## config.mk

```make
export PLATFORM = sky130hd
export DESIGN_NAME = lfsr_delay_sched
export DESIGN_NICKNAME = d
export VERILOG_FILES = /design/src/rtl/lfsr_sched_pkg.sv /design/src/rtl/rr_arbiter.sv /design/src/rtl/lfsr_delay_sched.sv
export SDC_FILE = /design/constraint.sdc
export NUM_CORES = 1
export LEC_CHECK = 0
export ABC_CLOCK_PERIOD_IN_PS = 3540
export BUFFER_PORTS_ARGS = -buffer_cell sky130_fd_sc_hd__buf_2
export CAP_MARGIN = 20
export CORE_ASPECT_RATIO = 1.2
export CORE_MARGIN = 8
export CORE_UTILIZATION = 40
export DETAILED_ROUTE_END_ITERATION = 12
export PLACE_DENSITY = 0.75
export SLEW_MARGIN = 20
export SYNTH_ARGS = -nofsm -noshare
export SYNTH_HDL_FRONTEND = slang
export SYNTH_HIERARCHICAL = 1
export SYNTH_SLANG_ARGS = --single-unit
```

## constraint.sdc

```tcl
create_clock -name clk_n -period 3.54 [get_ports clk_n]
set_input_delay 0.354 -clock clk_n [delete_from_list [all_inputs] [get_ports clk_n]]
set_output_delay 0.354 -clock clk_n [all_outputs]
set_load 0.05 [all_outputs]
```

## src/rtl/lfsr_sched_pkg.sv

```systemverilog
// Shared types and constants for the LFSR delay scheduler.
// Contents:
//   LFSR_W           - width of the LFSR terminal counter and of every target
//   TIMEOUT_CYC_DFLT - default RUN-state watchdog limit in clocks
//   sched_state_e    - scheduler FSM state encoding
package lfsr_sched_pkg;

   localparam int unsigned LFSR_W           = 4;
   localparam int unsigned TIMEOUT_CYC_DFLT = 32;

   typedef enum logic [1:0] {
      IDLE = 2'd0,
      LOAD = 2'd1,
      RUN  = 2'd2,
      ACK  = 2'd3
   } sched_state_e;

endpackage

```

## src/rtl/rr_arbiter.sv

```systemverilog
// Combinational round-robin arbiter.
// Searches req_i starting at index ptr_i and wrapping; the first set bit wins.
// Ports:
//   req_i   - request vector
//   ptr_i   - index with highest priority this cycle
//   gnt_o   - one-hot grant (all zero when no request)
//   idx_o   - binary index of the granted requester
//   valid_o - at least one request is present
module rr_arbiter #(
   parameter int unsigned N_REQ = 4,
   localparam int unsigned IdxW = $clog2(N_REQ)
) (
   input  logic [N_REQ-1:0] req_i,
   input  logic [IdxW-1:0]  ptr_i,
   output logic [N_REQ-1:0] gnt_o,
   output logic [IdxW-1:0]  idx_o,
   output logic             valid_o
);

   int unsigned cand;

   always_comb begin
      gnt_o   = '0;
      idx_o   = '0;
      valid_o = 1'b0;
      cand    = 0;
      for (int unsigned i = 0; i < N_REQ; i++) begin
         cand = (32'(ptr_i) + i) % N_REQ;
         if (!valid_o && req_i[cand]) begin
            valid_o     = 1'b1;
            gnt_o[cand] = 1'b1;
            idx_o       = IdxW'(cand);
         end
      end
   end

endmodule

```

## src/rtl/lfsr_delay_sched.sv

```systemverilog
// Round-robin scheduler that shares one LFSR terminal counter among N_REQ requesters.
// Each request is one counter run to a per-requester target; the winner gets a one-cycle ack.
// Optional feature: define LFSR_SCHED_TIMEOUT_EN to add a RUN-state watchdog of TIMEOUT_CYC
// clocks that completes the service with ack_err=1 if lfsr_done never arrives.
// Ports:
//   clk_n         - clock, rising edge
//   rst           - asynchronous active-low reset
//   req           - per-requester request level
//   req_count     - per-requester target, slice i = [i*LFSR_W +: LFSR_W]
//   ack           - one-hot, one-cycle completion pulse
//   ack_err       - qualifies ack: zero target (or watchdog expiry)
//   busy          - high in every state except IDLE
//   lfsr_count_en - counter count enable (RUN only)
//   lfsr_count_to - counter terminal value, held between services
//   lfsr_load     - counter load strobe (LOAD only)
//   lfsr_done     - counter done, sampled only in RUN
module lfsr_delay_sched
   import lfsr_sched_pkg::*;
#(
   parameter int unsigned N_REQ       = 4,
   parameter int unsigned TIMEOUT_CYC = TIMEOUT_CYC_DFLT
) (
   input  logic                      clk_n,
   input  logic                      rst,
   input  logic [N_REQ-1:0]          req,
   input  logic [N_REQ*LFSR_W-1:0]   req_count,
   output logic [N_REQ-1:0]          ack,
   output logic                      ack_err,
   output logic                      busy,
   output logic                      lfsr_count_en,
   output logic [LFSR_W-1:0]         lfsr_count_to,
   output logic                      lfsr_load,
   input  logic                      lfsr_done
);

   localparam int unsigned IdxW = $clog2(N_REQ);

   sched_state_e      state_q, state_d;
   logic [IdxW-1:0]   winner_q, winner_d;
   logic [IdxW-1:0]   ptr_q, ptr_d;
   logic [LFSR_W-1:0] count_to_q, count_to_d;
   logic              err_q, err_d;

   logic [N_REQ-1:0]  unused_arb_gnt;
   logic [IdxW-1:0]   arb_idx;
   logic              arb_valid;
   logic [LFSR_W-1:0] arb_tgt;
   logic              tmo_hit;

   rr_arbiter #(
      .N_REQ (N_REQ)
   ) u_arb (
      .req_i   (req),
      .ptr_i   (ptr_q),
      .gnt_o   (unused_arb_gnt),
      .idx_o   (arb_idx),
      .valid_o (arb_valid)
   );

   assign arb_tgt = req_count[arb_idx*LFSR_W +: LFSR_W];

`ifdef LFSR_SCHED_TIMEOUT_EN
   localparam int unsigned TmoW = $clog2(TIMEOUT_CYC + 1);

   logic [TmoW-1:0] tmo_q, tmo_d;

   // tmo_q counts RUN cycles already completed; expiry on the TIMEOUT_CYC-th RUN cycle.
   assign tmo_hit = (tmo_q == TmoW'(TIMEOUT_CYC - 1));

   always_comb begin
      tmo_d = tmo_q;
      if (state_q == RUN) begin
         tmo_d = tmo_q + TmoW'(1);
      end else if (state_d == LOAD) begin
         tmo_d = '0;
      end
   end

   always_ff @(posedge clk_n or negedge rst) begin
      if (!rst) begin
         tmo_q <= '0;
      end else begin
         tmo_q <= tmo_d;
      end
   end
`else
   logic unused_timeout;

   assign tmo_hit        = 1'b0;
   assign unused_timeout = (TIMEOUT_CYC != 0);
`endif

   always_comb begin
      state_d    = state_q;
      winner_d   = winner_q;
      ptr_d      = ptr_q;
      count_to_d = count_to_q;
      err_d      = err_q;
      unique case (state_q)
         IDLE: begin
            if (arb_valid) begin
               winner_d   = arb_idx;
               count_to_d = arb_tgt;
               // Zero is never reached by the LFSR, so skip the counter entirely.
               if (arb_tgt == '0) begin
                  err_d   = 1'b1;
                  state_d = ACK;
               end else begin
                  err_d   = 1'b0;
                  state_d = LOAD;
               end
            end
         end
         LOAD: state_d = RUN;
         RUN: begin
            if (lfsr_done) begin
               state_d = ACK;
            end else if (tmo_hit) begin
               err_d   = 1'b1;
               state_d = ACK;
            end
         end
         ACK: begin
            ptr_d   = (winner_q == IdxW'(N_REQ - 1)) ? '0 : winner_q + IdxW'(1);
            state_d = IDLE;
         end
         default: state_d = IDLE;
      endcase
   end

   always_ff @(posedge clk_n or negedge rst) begin
      if (!rst) begin
         state_q    <= IDLE;
         winner_q   <= '0;
         ptr_q      <= '0;
         count_to_q <= '0;
         err_q      <= 1'b0;
      end else begin
         state_q    <= state_d;
         winner_q   <= winner_d;
         ptr_q      <= ptr_d;
         count_to_q <= count_to_d;
         err_q      <= err_d;
      end
   end

   // Outputs decode straight from registered state so an async reset clears them at once.
   always_comb begin
      ack           = '0;
      ack_err       = 1'b0;
      busy          = (state_q != IDLE);
      lfsr_load     = (state_q == LOAD);
      lfsr_count_en = (state_q == RUN);
      lfsr_count_to = count_to_q;
      if (state_q == ACK) begin
         ack[winner_q] = 1'b1;
         ack_err       = err_q;
      end
   end

endmodule

```

==> results by group <==
Min path
  • HP Class: primary input to async pin

Timing
  • Final worst slack: 0.468 ns
  • Minimum clock period: 3.07 ns
  • Worst hold margin: 0.467 ns
  • # setup viols final: 0
  • Slew of the pin with the lowest slew margin: 0.548 ns
  • Setup TNS: 0 ns
  • Clock skew: 0.0113 ns
  • Rel. slew slack: 63.3%
  • Max Slew Vio Count: 0
  • Max Fclk: 326 MHz
  • Crit share post-route: 86.8%
  • RSZ-0062 raised after global routing: no
  • Final Hold Fails: 0

Clock network
  • Clk Latency, worst-skew pair: 0.27 ns
  • Longest Clk Path Bufs: 2
  • Root Driver: clkbuf_4
  • CTS Sinks: 11
  • Total CTS buffers: 3
  • Clock slew seen by the registers of the worst setup and hold paths: 0.08 ns
  • H-tree depth: 1
  • CTS tree: yes
  • Post-CTS Setup Bufs: 0

Setup path
  • R2R setup slack: 0.47 ns
  • R2R Path End: state_q[1]$_DFFE_PN0P_
  • Worst EP required: 3.73 ns
  • Crit. Startpoint: ptr_q[1]$_DFFE_PN0P_
  • CP Launch Type: flip-flop
  • Slowest-stage cell, CP: mux4_2
  • Slowest stage delay, CP: 0.59 ns
  • Cells on worst reg2reg path: 10
  • CP Capture Type: flip-flop
  • Worst EP arrival: 3.26 ns
  • End of the critical path: state_q[1]$_DFFE_PN0P_
  • Worst reg2reg path startpoint: ptr_q[1]$_DFFE_PN0P_
  • Critical path class: flip-flop to flip-flop
  • Crit-path cells: inv_1, ha_1, mux4_2, and2b_2, o21ai_0, o31ai_2, mux4_2, nor4_2, mux2i_1, mux2i_1
  • Worst-path maximum fanout: 7

Route
  • Pre-antenna DRT Iters: 4
  • Drt total wl: 2.07 mm
  • ANT nets after route: 0
  • 1st-iter DRT viols: 15
  • Via count: 765
  • Drt wl/cell: 13.9 µm
  • Via density: 5.13
  • # DRC: 0

Cells and area
  • Register area: 275 µm²
  • Inserted Diodes: 0
  • Fraction of layout cells with a size suffix above 1: 49.2%
  • Final nets: 152
  • Area of the multi-input gates: 651 µm²
  • Fillers: 210
  • Synthesis-to-layout area growth: 23.6%
  • Finished Cell Area: 0.00122 mm²

Floorplanning
  • Row Count: 19
  • I/O pin total: 35
  • Die area: 0.00431 mm²
  • CORE AREA: 0.00231 mm²
  • Initial cell density of the core: 42.7%
  • Die X: 61.3 µm
  • Die Ht: 70.4 µm

Global route
  • Largest net degree at the start of global routing: 12
  • First-pass GRT wire length: 3.56 mm
  • Gr ovfl total: 0
  • GRT Resource Usage Total: 10.8%
  • Initial antenna violation count: 0
  • Vias in the first global route: 795

Logic synthesis
  • Mapped Nets: 114
  • Synth warnings: 6
  • Synthesized area: 985 µm²
  • Post-Synthesis Cells: 81
  • Syn avg cell area: 12.2 µm²

Status
  • Outcome: complete, no violations

Flow run
  • Max Cap Viol: 0

Power and ir drop
  • Combinational power share: 73.3%
  • Total power: 1250 µW
  • Switching power: 616 µW
  • PD cells: 1030 mW/mm²
  • Leakage: 0.000611 µW
  • Clock share of power: 6.8%
  • Switch share: 49.3%
  • Max rail drop VDD: 0.598 mV
  • Int Power: 634 µW
  • Seq pwr share: 19.9%

Place
  • IO Port Bufs: 34
  • Cell Area, Placed: 0.00117 mm²
  • Final HPWL DP: 1.81 mm
  • GP Congestion: 0.805
  • Pre-CTS WS: 0.231 ns
[metrics by stage]
step                cells  util [%]
CTS                   149      52.6
finish                149      52.8
detailed placement    144      50.9
floorplan              81         -
global placement      144      50.9
global route          149      52.8
[sequential cells by signal (all words and copies together) (netlist names)]
signal,flops
state_q,2
err_q,1
ptr_q,2
winner_q,2
lfsr_count_to,4
[worst max-delay path, delay by kind of cell (launching register included)]
kind                       cells  cell delay, ns
and+or+nand+nor                2            0.56
DFF                            1            0.47
adders and majority gates      1            0.36
AOI/OAI and AO/OA              2            0.26
muxes                          4            1.24
buffers and inverters          1            0.10
[cells in the final DEF (no fill, tap or decap), types with 2 or more instances in the layout]
master and n:
mux2_2 10, inv_1 10, and2_1 5, mux2i_1 3, a21oi_1 2, clkbuf_4 3, buf_2 34, dfrtp_1 11
nor2_1 4, nand2_1 2, ha_1 10, mux4_2 5, mux4_1 3
[how the worst min path moves through the flow]
stage / from / to / slack (ns)
final: rst / lfsr_count_to[2]$_DFFE_PN0P_ / 0.47
after detailed placement: rst / lfsr_count_to[3]$_DFFE_PN0P_ / 0.24
after global placement: rst / lfsr_count_to[1]$_DFFE_PN0P_ / 0.24
after floorplan: rst / err_q$_DFFE_PN0P_ / 0.06
after global routing: rst / lfsr_count_to[2]$_DFFE_PN0P_ / 0.49
after CTS: lfsr_done / state_q[1]$_DFFE_PN0P_ / 0.46
[power by group through the flow]
stage / sequential [µW] / combinational, µW / clock [µW]
floorplan: 318 / 712 / 0
global placement: 247 / 901 / 0
detailed placement: 253 / 914 / 0
CTS: 250 / 918 / 88.9
global route: 259 / 1010 / 98.7
finish: 249 / 915 / 85.1
[per-layer routing]
layer | track usage (%) | up-vias | part of all wire (%)
met4 | 6.23 | 0 | 1.8
met1 | 9.68 | 365 | 34
met2 | 20.2 | 18 | 60
met5 | 0 | - | 0
li1 | - | 378 | -
met3 | 2.38 | 4 | 4.2
[final cells by class]
| type | instances | share of cell area, % |
|---|---|---|
| Clock buffer | 3 | 1.85 |
| Clock inverter | 1 | 0.411 |
| Inverter | 10 | 3.08 |
| Multi-Input combinational cell | 57 | 53.4 |
| Sequential cell | 11 | 22.6 |
| Tap cell | 31 | 3.19 |
| Timing Repair Buffer | 36 | 15.4 |
[repair_timing]
item / in CTS / in global routing
hold endpoints to repair: 11 / 0
setup endpoints to repair: 0 / 1
hold buffers: 1 / 0
gates resized for setup: 0 / 1
Note: power is estimated with default switching activity, not from simulation.
